`config.mk`:
```
export PLATFORM = sky130hd
export DESIGN_NAME = uart_transmitter_flat
export DESIGN_NICKNAME = d
export VERILOG_FILES = /design/src/rtl/uart_pkg.sv /design/src/rtl/uart_transmitter_if.sv /design/src/rtl/uart_fifo.sv /design/src/rtl/uart_transmitter.sv /design/src/flat_wrapper.sv
export SDC_FILE = /design/constraint.sdc
export NUM_CORES = 1
export LEC_CHECK = 0
export CAP_MARGIN = 20
export CORE_MARGIN = 2
export CORE_UTILIZATION = 32
export CTS_CLUSTER_DIAMETER = 60
export DETAILED_ROUTE_END_ITERATION = 6
export GPL_TIMING_DRIVEN = 0
export HOLD_SLACK_MARGIN = 0.05
export PLACE_DENSITY = 0.46
export SETUP_SLACK_MARGIN = 0.5
export SKIP_LAST_GASP = 1
export SYNTH_ARGS = -nofsm -noshare
export SYNTH_HDL_FRONTEND = slang
export SYNTH_SLANG_ARGS = --single-unit
```
`constraint.sdc`:
```
create_clock -name i_clk -period 5.5 [get_ports i_clk]
set_clock_uncertainty 0.1 [all_clocks]
set_input_delay 0.825 -clock i_clk [delete_from_list [all_inputs] [get_ports i_clk]]
set_output_delay 0.825 -clock i_clk [all_outputs]
set_load 0.005 [all_outputs]
```
`src/rtl/uart_pkg.sv`:
```
// Shared UART definitions: transmit FSM encoding,
// LSR status bit positions and frame constants.
package uart_pkg;

  typedef enum logic [1:0] {
    IDLE,
    START,
    DATA,
    STOP
  } tx_state_t;

  localparam int LSR_THRE = 5;
  localparam int LSR_TEMT = 6;

  localparam int DATA_BITS = 8;
  localparam int BIT_IDX_W = $clog2(DATA_BITS);

  // Occupancy counter width able to hold 0..depth inclusive.
  function automatic int cnt_width(input int depth);
    return $clog2(depth) + 1;
  endfunction

endpackage

```
`src/rtl/uart_transmitter_if.sv`:
```
// Register-block side of the UART transmitter:
// THR push path, LSR status bits and the serial line.
interface uart_transmitter_if;

  logic [7:0] i_data;
  logic       i_write;
  logic       o_full;
  logic       o_thre;
  logic       o_temt;
  logic       o_overflow;
  logic       o_tx;

  modport master (
    output i_data,
    output i_write,
    input  o_full,
    input  o_thre,
    input  o_temt,
    input  o_overflow,
    input  o_tx
  );

  modport slave (
    input  i_data,
    input  i_write,
    output o_full,
    output o_thre,
    output o_temt,
    output o_overflow,
    output o_tx
  );

endinterface

```
`src/rtl/uart_fifo.sv`:
```
// Synchronous first-word-fall-through FIFO shared by
// the UART transmit and receive paths.
module uart_fifo
  import uart_pkg::*;
#(
  parameter int WIDTH = 8,
  parameter int DEPTH = 8
) (
  input  logic                       clk,
  input  logic                       reset,
  input  logic                       push,
  input  logic [WIDTH-1:0]           push_data,
  input  logic                       pop,
  output logic [WIDTH-1:0]           pop_data,
  output logic                       full,
  output logic                       empty,
  output logic                       overflow,
  output logic [cnt_width(DEPTH)-1:0] count
);

  localparam int AW = $clog2(DEPTH);
  localparam int CW = cnt_width(DEPTH);

  logic [WIDTH-1:0] mem [DEPTH];
  logic [AW-1:0]    wr_ptr;
  logic [AW-1:0]    rd_ptr;
  logic             push_ok;
  logic             pop_ok;

  assign full     = (count == CW'(DEPTH));
  assign empty    = (count == '0);
  assign pop_ok   = pop && !empty;
  // A full FIFO still takes a write when a pop frees a slot.
  assign push_ok  = push && (!full || pop_ok);
  assign overflow = push && !push_ok;
  assign pop_data = mem[rd_ptr];

  // Storage array; written only on an accepted push.
  always_ff @(posedge clk) begin
    if (push_ok) begin
      mem[wr_ptr] <= push_data;
    end
  end

  // Pointers wrap modulo DEPTH; count tracks occupancy.
  always_ff @(posedge clk) begin
    if (reset) begin
      wr_ptr <= '0;
      rd_ptr <= '0;
      count  <= '0;
    end else begin
      if (push_ok) begin
        wr_ptr <= wr_ptr + AW'(1);
      end
      if (pop_ok) begin
        rd_ptr <= rd_ptr + AW'(1);
      end
      unique case ({push_ok, pop_ok})
        2'b10:   count <= count + CW'(1);
        2'b01:   count <= count - CW'(1);
        default: count <= count;
      endcase
    end
  end

endmodule

```
`src/rtl/uart_transmitter.sv`:
```
// UART transmit path: THR FIFO feeding an 8N1 serialiser
// with back-to-back frames and LSR THRE/TEMT status.
module uart_transmitter
  import uart_pkg::*;
#(
  parameter int CLKS_PER_BIT = 87,
  parameter int FIFO_DEPTH   = 8
) (
  input  logic              i_clk,
  input  logic              i_reset,
  uart_transmitter_if.slave bus
);

  localparam int BW = $clog2(CLKS_PER_BIT);
  localparam int CW = cnt_width(FIFO_DEPTH);

  localparam logic [BW-1:0] BAUD_LAST =
    BW'(CLKS_PER_BIT - 1);
  localparam logic [BIT_IDX_W-1:0] IDX_LAST =
    BIT_IDX_W'(DATA_BITS - 1);

  tx_state_t              state;
  logic [BW-1:0]          baud;
  logic [BIT_IDX_W-1:0]   bit_idx;
  logic [DATA_BITS-1:0]   shift;
  logic                   tx;
  logic                   ovf;

  logic [DATA_BITS-1:0]   head;
  logic                   full;
  logic                   empty;
  logic                   fifo_ovf;
  logic [CW-1:0]          count;
  logic                   baud_end;
  logic                   pop;

  assign baud_end = (baud == BAUD_LAST);

  // Pop from idle, or on the last stop cycle so the
  // next start bit follows with no idle gap.
  assign pop = !empty &&
    ((state == IDLE) ||
     ((state == STOP) && baud_end));

  uart_fifo #(
    .WIDTH (DATA_BITS),
    .DEPTH (FIFO_DEPTH)
  ) u_fifo (
    .clk       (i_clk),
    .reset     (i_reset),
    .push      (bus.i_write),
    .push_data (bus.i_data),
    .pop       (pop),
    .pop_data  (head),
    .full      (full),
    .empty     (empty),
    .overflow  (fifo_ovf),
    .count     (count)
  );

  // Frame sequencer; drives the registered line level.
  always_ff @(posedge i_clk) begin
    if (i_reset) begin
      state   <= IDLE;
      baud    <= '0;
      bit_idx <= '0;
      shift   <= '0;
      tx      <= 1'b1;
    end else begin
      unique case (state)
        IDLE: begin
          baud <= '0;
          tx   <= 1'b1;
          if (pop) begin
            state <= START;
            shift <= head;
            tx    <= 1'b0;
          end
        end
        START: begin
          if (baud_end) begin
            state   <= DATA;
            baud    <= '0;
            bit_idx <= '0;
            tx      <= shift[0];
          end else begin
            baud <= baud + BW'(1);
          end
        end
        DATA: begin
          if (baud_end) begin
            baud <= '0;
            if (bit_idx == IDX_LAST) begin
              state <= STOP;
              tx    <= 1'b1;
            end else begin
              bit_idx <= bit_idx + BIT_IDX_W'(1);
              shift   <= shift >> 1;
              tx      <= shift[1];
            end
          end else begin
            baud <= baud + BW'(1);
          end
        end
        STOP: begin
          if (baud_end) begin
            baud <= '0;
            if (pop) begin
              state <= START;
              shift <= head;
              tx    <= 1'b0;
            end else begin
              state <= IDLE;
            end
          end else begin
            baud <= baud + BW'(1);
          end
        end
        default: begin
          state <= IDLE;
          baud  <= '0;
          tx    <= 1'b1;
        end
      endcase
    end
  end

  // Dropped-write pulse, one cycle after the rejected push.
  always_ff @(posedge i_clk) begin
    if (i_reset) begin
      ovf <= 1'b0;
    end else begin
      ovf <= fifo_ovf;
    end
  end

  assign bus.o_tx       = tx;
  assign bus.o_full     = full;
  assign bus.o_thre     = (count == '0);
  assign bus.o_temt     = (count == '0) && (state == IDLE);
  assign bus.o_overflow = ovf;

endmodule

```
`src/flat_wrapper.sv`:
```
// flat-port wrapper written by rule: the top's interface ports become plain ports
module uart_transmitter_flat import uart_pkg::*;
#(
  parameter int CLKS_PER_BIT = 87,
  parameter int FIFO_DEPTH   = 8
)
  (i_clk, i_reset, bus_i_data, bus_i_write, bus_o_full, bus_o_thre, bus_o_temt, bus_o_overflow, bus_o_tx);
  uart_transmitter_if bus_i ();
  input  logic i_clk;
  input  logic i_reset;
  input wire logic [$bits(bus_i.i_data)-1:0] bus_i_data;
  input wire logic [$bits(bus_i.i_write)-1:0] bus_i_write;
  output wire logic [$bits(bus_i.o_full)-1:0] bus_o_full;
  output wire logic [$bits(bus_i.o_thre)-1:0] bus_o_thre;
  output wire logic [$bits(bus_i.o_temt)-1:0] bus_o_temt;
  output wire logic [$bits(bus_i.o_overflow)-1:0] bus_o_overflow;
  output wire logic [$bits(bus_i.o_tx)-1:0] bus_o_tx;
  assign bus_i.i_data = bus_i_data;
  assign bus_i.i_write = bus_i_write;
  assign bus_o_full = bus_i.o_full;
  assign bus_o_thre = bus_i.o_thre;
  assign bus_o_temt = bus_i.o_temt;
  assign bus_o_overflow = bus_i.o_overflow;
  assign bus_o_tx = bus_i.o_tx;
  uart_transmitter #(.CLKS_PER_BIT(CLKS_PER_BIT), .FIFO_DEPTH(FIFO_DEPTH)) u_core (.i_clk(i_clk), .i_reset(i_reset), .bus(bus_i));
endmodule
```
==> impl_results.md, run 1 <==
* Post-Syn Area at approximately 4300 um2
* Drt total wl at approximately 8400 um
* Setup ws final at 2.52 ns
* Die ar. at between 10,000 and 15,000 um2
* Cell count after synthesis at roughly 310
* Worst hold path type: reg2reg
* Initial Util at 0.326
* CTS buffer count at 9
* # hold bufs at CTS at 0
* Dpl cell area at ~4700 um2
* Via count at around 2,500
* Delay-heaviest family, CP: simple AND/OR/NAND/NOR gates
* Worst Hold End: u_core.shift[6]$_SDFFE_PP0P_
* Hold_ws at 0.357 ns
* Area of the multi-input gates at around 1600 um2
* Clock Path Buffers at 2
* Synth Area per Inst at between 10 and 15 um2
* Layout cell share with drive strength beyond 1 at 0.151
* Post-synth ARST share at 0
* Commonest cells in the synthesized netlist: edfxtp_1 (64), dfxtp_1 (35), nor2_1 (25)
* Register Area at between 2000 and 3000 um2
* Worst VDD drop at about 0.00021 V
* Crit. End Element: output pin
* Hold depth at 2
* Routability Congestion at 0.712
* IO Count at 16
* # rows at 42
* Input/output buffers at 14
* Setup tns final at 0 ns
* GRT Total Usage at 0.128
* HP Start: u_core.shift[6]$_SDFFE_PP0P_
* Pwr per Cell Area at between 400 and 500 nW/um2
* Worst slew margin at 0.388
* Die height at ~120 um
* WL/cell at 16.1 um
* Post-CTS Setup Inserts at 0
* Fin cells at between 500 and 600
* CP cell instances: nor4_4, and2_1, clkdlybuf4s50_1
* DP Cell Count at 505
* Critical Path RT at about 4.6 ns
* Routed Antenna Nets at 0
* R2R Path Start: u_core.baud[0]$_SDFF_PP0_
* Fin crit share at 0.542
* Final setup viols at 0
* Max_cap viols at 0
* DIE WIDTH at about 120 um
* Max Transition Viols Final at 0
* Critical path peak fanout at 9
* Worst Tran Pin Value at between 0.9 and 1 ns
* Pre-antenna DRT Iters at 5
* Worst path arrival time at between 2 and 2.5 ns
* FF+latch count, synth at just under 100
* EDFF count, synth at 64
* Startpoint Class: register
* Post-synth cell types at 46
* Pleak at approximately 1.7 nW
* Register-to-Register Setup Slack at 2.78 ns
* Top-count cell post-synth: edfxtp_1
* Worst Reg-to-Reg Cells at 12
* Later-pin clock latency in the skew report at roughly 0.35 ns
* Maximum clock frequency at around 0.34 GHz
* Area of the core at 13,200 um2
* Synth area leader: edfxtp_1
* Via-to-Cell Ratio at 4.76
* Vias in the first global route at between 2,000 and 2,500
* RR Endpoint: u_core.u_fifo.count[3]$_SDFFE_PP0P_
* Fin nets at around 370
* Finished Cell Area at between 5000 and 6000 um2
* H-tree depth at 3
* Clk sinks at between 90 and 100
* Min cycle time layout at 2.98 ns
* Pre-CTS setup slack at roughly 2.7 ns
* Synth-to-Final Area Change at 16.3%
* CP peak stage delay at 0.56 ns
* Hpwl dp at 5810 um
* Synth Flop Type: edfxtp_1
* Clk pin slew, worst setup/hold paths at approximately 0.080 ns
* Grt total ovfl at 0
* Top-area cell type share of the netlist area at 0.447
* # resized after CTS at 0
* DRC errors left at 0
* Post-Syn Nets at 340
* Run status: complete, no violations
* CP bufs+invs at 1
* Sequential area share after synthesis at 0.609
* Root buf cell: clkbuf_16
* Ranking of synthesized cells by area: edfxtp_1 (45%), dfxtp_1 (16%), mux4_2 (8.4%)
* Final hold viol count at 0
* First-pass GRT wire length at ~14,000 um
* Critical path class: reg2out
* Slowest cell on crit path: nor4_4
* Syn. warnings at 0
* Antenna Cells at 0
* CTS tree: done
* Fillcell total at 1,284
* Largest net degree at the start of global routing at 22
* Initial DRC count at 94
* RSZ-0062 raised after global routing: false
* Initial antenna violation count at 0
==> layer usage <==
layer	up-vias	wire [um]	GRT usage
li1	1230	-	-
met1	1216	3950	0.161
met2	26	4040	0.212
met3	10	237	0.0356
met4	0	142	0.0478
met5	-	0	0
==> state kept, by name, summed over array words and instances (netlist names), named ones only <==
| signal | cells |
|---|---|
| u_core.u_fifo.count | 4 |
| u_core.bus.o_tx | 1 |
| u_core.state | 2 |
| u_core.shift | 8 |
| u_core.u_fifo.wr_ptr | 3 |
| u_core.u_fifo.mem | 64 |
| u_core.baud | 7 |
| u_core.bus.o_overflow | 1 |
| u_core.u_fifo.rd_ptr | 3 |
| u_core.bit_idx | 3 |
==> where the power goes <==
group	internal, W	total, W	leakage, nW	switching, W
logic	0.000356	0.000756	0.654	0.000401
registers	0.000864	0.000915	0.867	0.0000517
clock network	0.000328	0.000637	0.152	0.000309
==> cells by family (layout without fill, tap and decap cells) <==
logic type | count (synthesis) | after routing | share of synthesized area
compound gates | 52 | 52 | 0.0840
xor+xnor | 12 | 12 | 0.0244
fa+ha+maj | 15 | 15 | 0.0453
buf+inv | 28 | 59 | 0.0282
flops | 99 | 99 | 0.609
mux | 22 | 22 | 0.0988
simple gates | 86 | 86 | 0.110
==> stage by stage <==
| step | util | power [W] |
|---|---|---|
| after detailed placement | 0.356 | 0.00170 |
| after global placement | 0.354 | 0.00169 |
| after floorplan | - | 0.00149 |
| after global routing | 0.380 | 0.00245 |
| final | 0.380 | 0.00231 |
| after CTS | 0.380 | 0.00234 |
==> layout make-up <==
class                      count  area share
clock inverter                 7      0.0167
tap                          176      0.0440
buffer                        13      0.0130
clock buffer                   9      0.0450
multi-input combinational    187       0.317
sequential                    99       0.524
inverter                      15      0.0112
timing repair buffer          15      0.0295
==> how the worst max path moves through the flow <==
stage	startpoint	cells after the start	endpoint	slack, ns
floorplan	bus_i_write	9	u_core.u_fifo.count[3]$_SDFFE_PP0P_	2.82
global placement	u_core.baud[0]$_SDFF_PP0_	6	u_core.u_fifo.mem[0][3]$_DFFE_PP_	1.86
detailed placement	bus_i_write	9	u_core.u_fifo.count[3]$_SDFFE_PP0P_	2.69
CTS	u_core.u_fifo.count[0]$_SDFFE_PP0P_	3	bus_o_temt	2.49
global route	u_core.u_fifo.count[0]$_SDFFE_PP0P_	3	bus_o_temt	2.38
finish	u_core.u_fifo.count[0]$_SDFFE_PP0P_	3	bus_o_temt	2.52
==> cell usage in the layout, fill, tap and decap left out, types with 2 or more instances in the layout <==
| cell | n |
|---|---|
| a211o_1 | 7 |
| a211oi_1 | 8 |
| a21oi_1 | 16 |
| and2_1 | 3 |
| buf_4 | 3 |
| clkbuf_1 | 9 |
| clkbuf_16 | 9 |
| clkdlybuf4s50_1 | 14 |
| clkinv_8 | 2 |
| dfxtp_1 | 35 |
| edfxtp_1 | 64 |
| ha_1 | 14 |
| inv_1 | 15 |
| inv_6 | 2 |
| inv_8 | 3 |
| mux2i_1 | 5 |
| mux4_2 | 16 |
| nand2_1 | 13 |
| nand2b_1 | 3 |
| nand3_1 | 9 |
| nand3b_1 | 3 |
| nor2_1 | 25 |
| nor2b_1 | 10 |
| nor3_2 | 4 |
| nor3b_1 | 2 |
| o21ai_0 | 11 |
| o31ai_1 | 3 |
| or3_1 | 2 |
| xnor2_1 | 5 |
| xor2_1 | 7 |
==> worst min-delay path, stage by stage (launching register included) <==
cell	delay (ns)
dfxtp_1	0.31
nand2_1	0.05
a21oi_1	0.05
Note: power is estimated with default switching activity, not from simulation.
==> run 2, diff against run 1 <==
--- a/config.mk
+++ b/config.mk
@@ -12,7 +12,7 @@
 export DETAILED_ROUTE_END_ITERATION = 6
 export GPL_TIMING_DRIVEN = 0
 export HOLD_SLACK_MARGIN = 0.05
-export PLACE_DENSITY = 0.46
+export PLACE_DENSITY = 0.48
 export SETUP_SLACK_MARGIN = 0.5
 export SKIP_LAST_GASP = 1
 export SYNTH_ARGS = -nofsm -noshare
==> constraint.sdc (replaced) <==
create_clock -name i_clk -period 2.7 [get_ports i_clk]
set_clock_uncertainty 0.1 [all_clocks]
set_input_delay 0.405 -clock i_clk [delete_from_list [all_inputs] [get_ports i_clk]]
set_output_delay 0.405 -clock i_clk [all_outputs]
set_load 0.005 [all_outputs]
==> run 2 against run 1 <==
  * Critical path depth is 9 higher
  * Total power is 110% higher
  * Utilization is 3.0 points higher
  * Largest cell class unchanged
  * Die area unchanged
  * Worst setup slack lost 2.3 ns
  * Count of clock-buffer cells in the layout stayed put
  * Final cell count grew 4.6%
==> impl_results.md, run 2 (same netlist as run 1, synthesis figures left out) <==
* Total power at 0.00489 W (+110%)
* Hpwl dp at 5740 um (-1.2%)
* Fin crit share at 0.936
* Later-pin clock latency in the skew report at 0.35 ns (about the same)
* CP peak stage delay at 0.41 ns (-0.15 ns)
* Synth-to-Final Area Change at 25.4%
* Worst hold path type: reg2reg
* R2R Path Start: u_core.baud[0]$_SDFF_PP0_
* Critical path class: reg2reg
* IO Count at 16 (unchanged)
* Register-to-Register Setup Slack at 0.17 ns (-2.61 ns)
* Fin cells at 545 (+4.6%)
* Via-to-Cell Ratio at 4.84 (+1.6%)
* Pleak at 1.81 nW (+8.1%)
* Sequential share of power at 0.384 (-0.012)
* Clock Power Share at 0.248 (-0.028)
* Worst VDD drop at 0.000423 V (+100%)
* Hold_ws at 0.360 ns (+0.00225 ns)
* Initial DRC count at 156 (+66%)
* Pre-antenna DRT Iters at 4 (-1)
* Clk sinks at 99 (unchanged)
* Root buf cell: clkbuf_16
* Area of the multi-input gates at 1730 um2 (+8.9%)
* Maximum clock frequency at 0.396 GHz
* # hold bufs at CTS at 0 (unchanged)
* Pwr per Cell Area at 907 nW/um2 (+97%)
* WL/cell at 16.3 um (+1.4%)
* Psw at 0.00161 W (+110%)
* Register Area at 2640 um2 (+0.52%)
* Pint at 0.00329 W (+110%)
* Clock Path Buffers at 2 (unchanged)
* Worst path arrival time at 2.68 ns (+0.62 ns)
* Input/output buffers at 14 (unchanged)
* Critical path's most frequent cell: ha_4
* Largest Register: u_core.u_fifo.mem
* Max Transition Viols Final at 0 (unchanged)
* HP Start: u_core.shift[6]$_SDFFE_PP0P_
* Commonest non-fill, non-tap cell in the layout: edfxtp_1
* Worst slew margin at 0.636 (+0.249)
* First-pass GRT wire length at 14,300 um (+4.5%)
* Fin nets at 391 (+6.8%)
* Initial Util at 0.326 (unchanged)
* Final setup viols at 0 (unchanged)
* Routability Congestion at 0.717 (+0.70%)
* Grt total ovfl at 0 (unchanged)
* Crit. End Element: register
* H-tree depth at 3 (unchanged)
* # rows at 42 (unchanged)
* Hold depth at 2 (unchanged)
* Startpoint Class: register
* CTS tree: done
* Slowest cell on crit path: or3_4
* Min cycle time layout at 2.53 ns
* Max reg flops at 64 (unchanged)
* Drt total wl at 8880 um (+6.1%)
* RR Endpoint: u_core.u_fifo.count[3]$_SDFFE_PP0P_
* Most frequent cells in the layout: edfxtp_1 (64), dfxtp_1 (28), nor2_1 (22), buf_4 (22), mux4_2 (16)
* GRT Total Usage at 0.133 (+0.00434)
* Worst Reg-to-Reg Cells at 12 (unchanged)
* Via count at 2,637 (+6.2%)
* Max_cap viols at 0 (unchanged)
* Setup tns final at 0 ns (unchanged)
* Fillcell total at 1,238 (-3.6%)
* Worst Hold End: u_core.shift[6]$_SDFFE_PP0P_
* Initial antenna violation count at 0 (unchanged)
* DIE WIDTH at 120 um (unchanged)
* Top flop regs: u_core.u_fifo.mem: 64 flops, u_core.shift: 8 flops, u_core.baud: 7 flops
* CTS buffer count at 9 (unchanged)
* CP cell instances: inv_2, ha_4, and4b_4, a31oi_4, or3_4, inv_4, ha_4, a21oi_2, nand2_1, o21ai_1, o22a_1, mux2_4
* Area of the core at 13,200 um2 (unchanged)
* Clk pin slew, worst setup/hold paths at 0.07 ns (about the same)
* Layout cell share with drive strength beyond 1 at 0.266 (+0.115)
* Worst Tran Pin Value at 0.543 ns (-0.370 ns)
* Delay-heaviest family, CP: simple AND/OR/NAND/NOR gates
* Final hold viol count at 0 (unchanged)
* CP bufs+invs at 2 (+1)
* Routed Antenna Nets at 0 (unchanged)
* Vias in the first global route at 2,665 (+6.8%)
* Largest net degree at the start of global routing at 18 (-18%)
* Critical Path RT at 2.85 ns (-1.73 ns)
* DP Cell Count at 505 (unchanged)
* DRC errors left at 0 (unchanged)
* Switching Share at 0.328 (-0.00198)
* Comb pwr share at 0.367 (+0.039)
* Run status: complete, no violations
* Critical path peak fanout at 3 (-6)
* Die height at 120 um (unchanged)
* Post-layout util at 0.409 (+0.0297)
* Antenna Cells at 0 (unchanged)
* Die ar. at 14,400 um2 (unchanged)
* RSZ-0062 raised after global routing: true
run 2: changes by cell type in the layout (fill, tap and decap cells not counted), sizes merged:
cell / previous run / this run
inv: 20 / 17
clkdlybuf4s50: 14 / 12
dlygate4sd2: 0 / 2
clkinvlp: 0 / 1
clkinv: 2 / 3
buf: 5 / 30
run 2: worst max path at each step:
stage | from | endpoint | slack, ns | cells past startpoint
3_3_place_gp | u_core.baud[0]$_SDFF_PP0_ | u_core.u_fifo.mem[2][3]$_DFFE_PP_ | -0.52 | 6
6_report | u_core.baud[0]$_SDFF_PP0_ | u_core.u_fifo.count[3]$_SDFFE_PP0P_ | 0.17 | 12
2_1_floorplan | u_core.baud[0]$_SDFF_PP0_ | u_core.u_fifo.count[3]$_SDFFE_PP0P_ | 0.20 | 12
4_1_cts | u_core.baud[0]$_SDFF_PP0_ | u_core.u_fifo.count[3]$_SDFFE_PP0P_ | 0.15 | 12
5_1_grt | u_core.baud[0]$_SDFF_PP0_ | u_core.u_fifo.count[3]$_SDFFE_PP0P_ | 0.1 | 12
3_5_place_dp | u_core.baud[0]$_SDFF_PP0_ | u_core.u_fifo.count[3]$_SDFFE_PP0P_ | -0.009 | 12
run 2: area by class of cell:
class	instances	area share
clock inverter	6	0.00927
inverter	15	0.0109
timing repair buffer	40	0.0756
multi-input combinational	187	0.320
sequential	99	0.488
tap	176	0.0408
buffer	13	0.0134
clock buffer	9	0.0417
run 2: metal layers:
metal | wire length [um] | part of all wire | track usage
met2 | 4290 | 0.48 | 0.212
met1 | 4150 | 0.47 | 0.173
met3 | 265 | 0.030 | 0.0361
met4 | 170 | 0.019 | 0.0485
met5 | 0 | 0 | 0
run 2: through the flow:
stage | setup slack (ns) | instance area [um2]
2_1_floorplan | 0.200 | 4320
3_3_place_gp | -0.516 | 4680
3_5_place_dp | -0.00894 | 4700
4_1_cts | 0.148 | 5310
5_1_grt | 0.0966 | 5400
6_report | 0.174 | 5400
run 2: power groups by stage:
stage / combinational (W) / clock [W] / sequential [W]
6_report: 0.00180 / 0.00122 / 0.00188
5_1_grt: 0.00198 / 0.00131 / 0.00190
4_1_cts: 0.00175 / 0.00125 / 0.00187
3_5_place_dp: 0.00156 / 0 / 0.00190
3_3_place_gp: 0.00154 / 0 / 0.00189
2_1_floorplan: 0.00115 / 0 / 0.00188
run 2: what timing repair did:
item                                    CTS  global route
setup buffers                            20             5
gates resized for setup                  33            12
hold endpoints to repair                  0             0
endpoints found under the setup margin   72            76
pin swaps                                16             7
run 2: tightest hold or removal path, delay by kind of cell (launching register included):
kind / cells / cell delay [ns]
AOI/OAI and AO/OA: 1 / 0.05
DFF: 1 / 0.31
and+or+nand+nor: 1 / 0.05
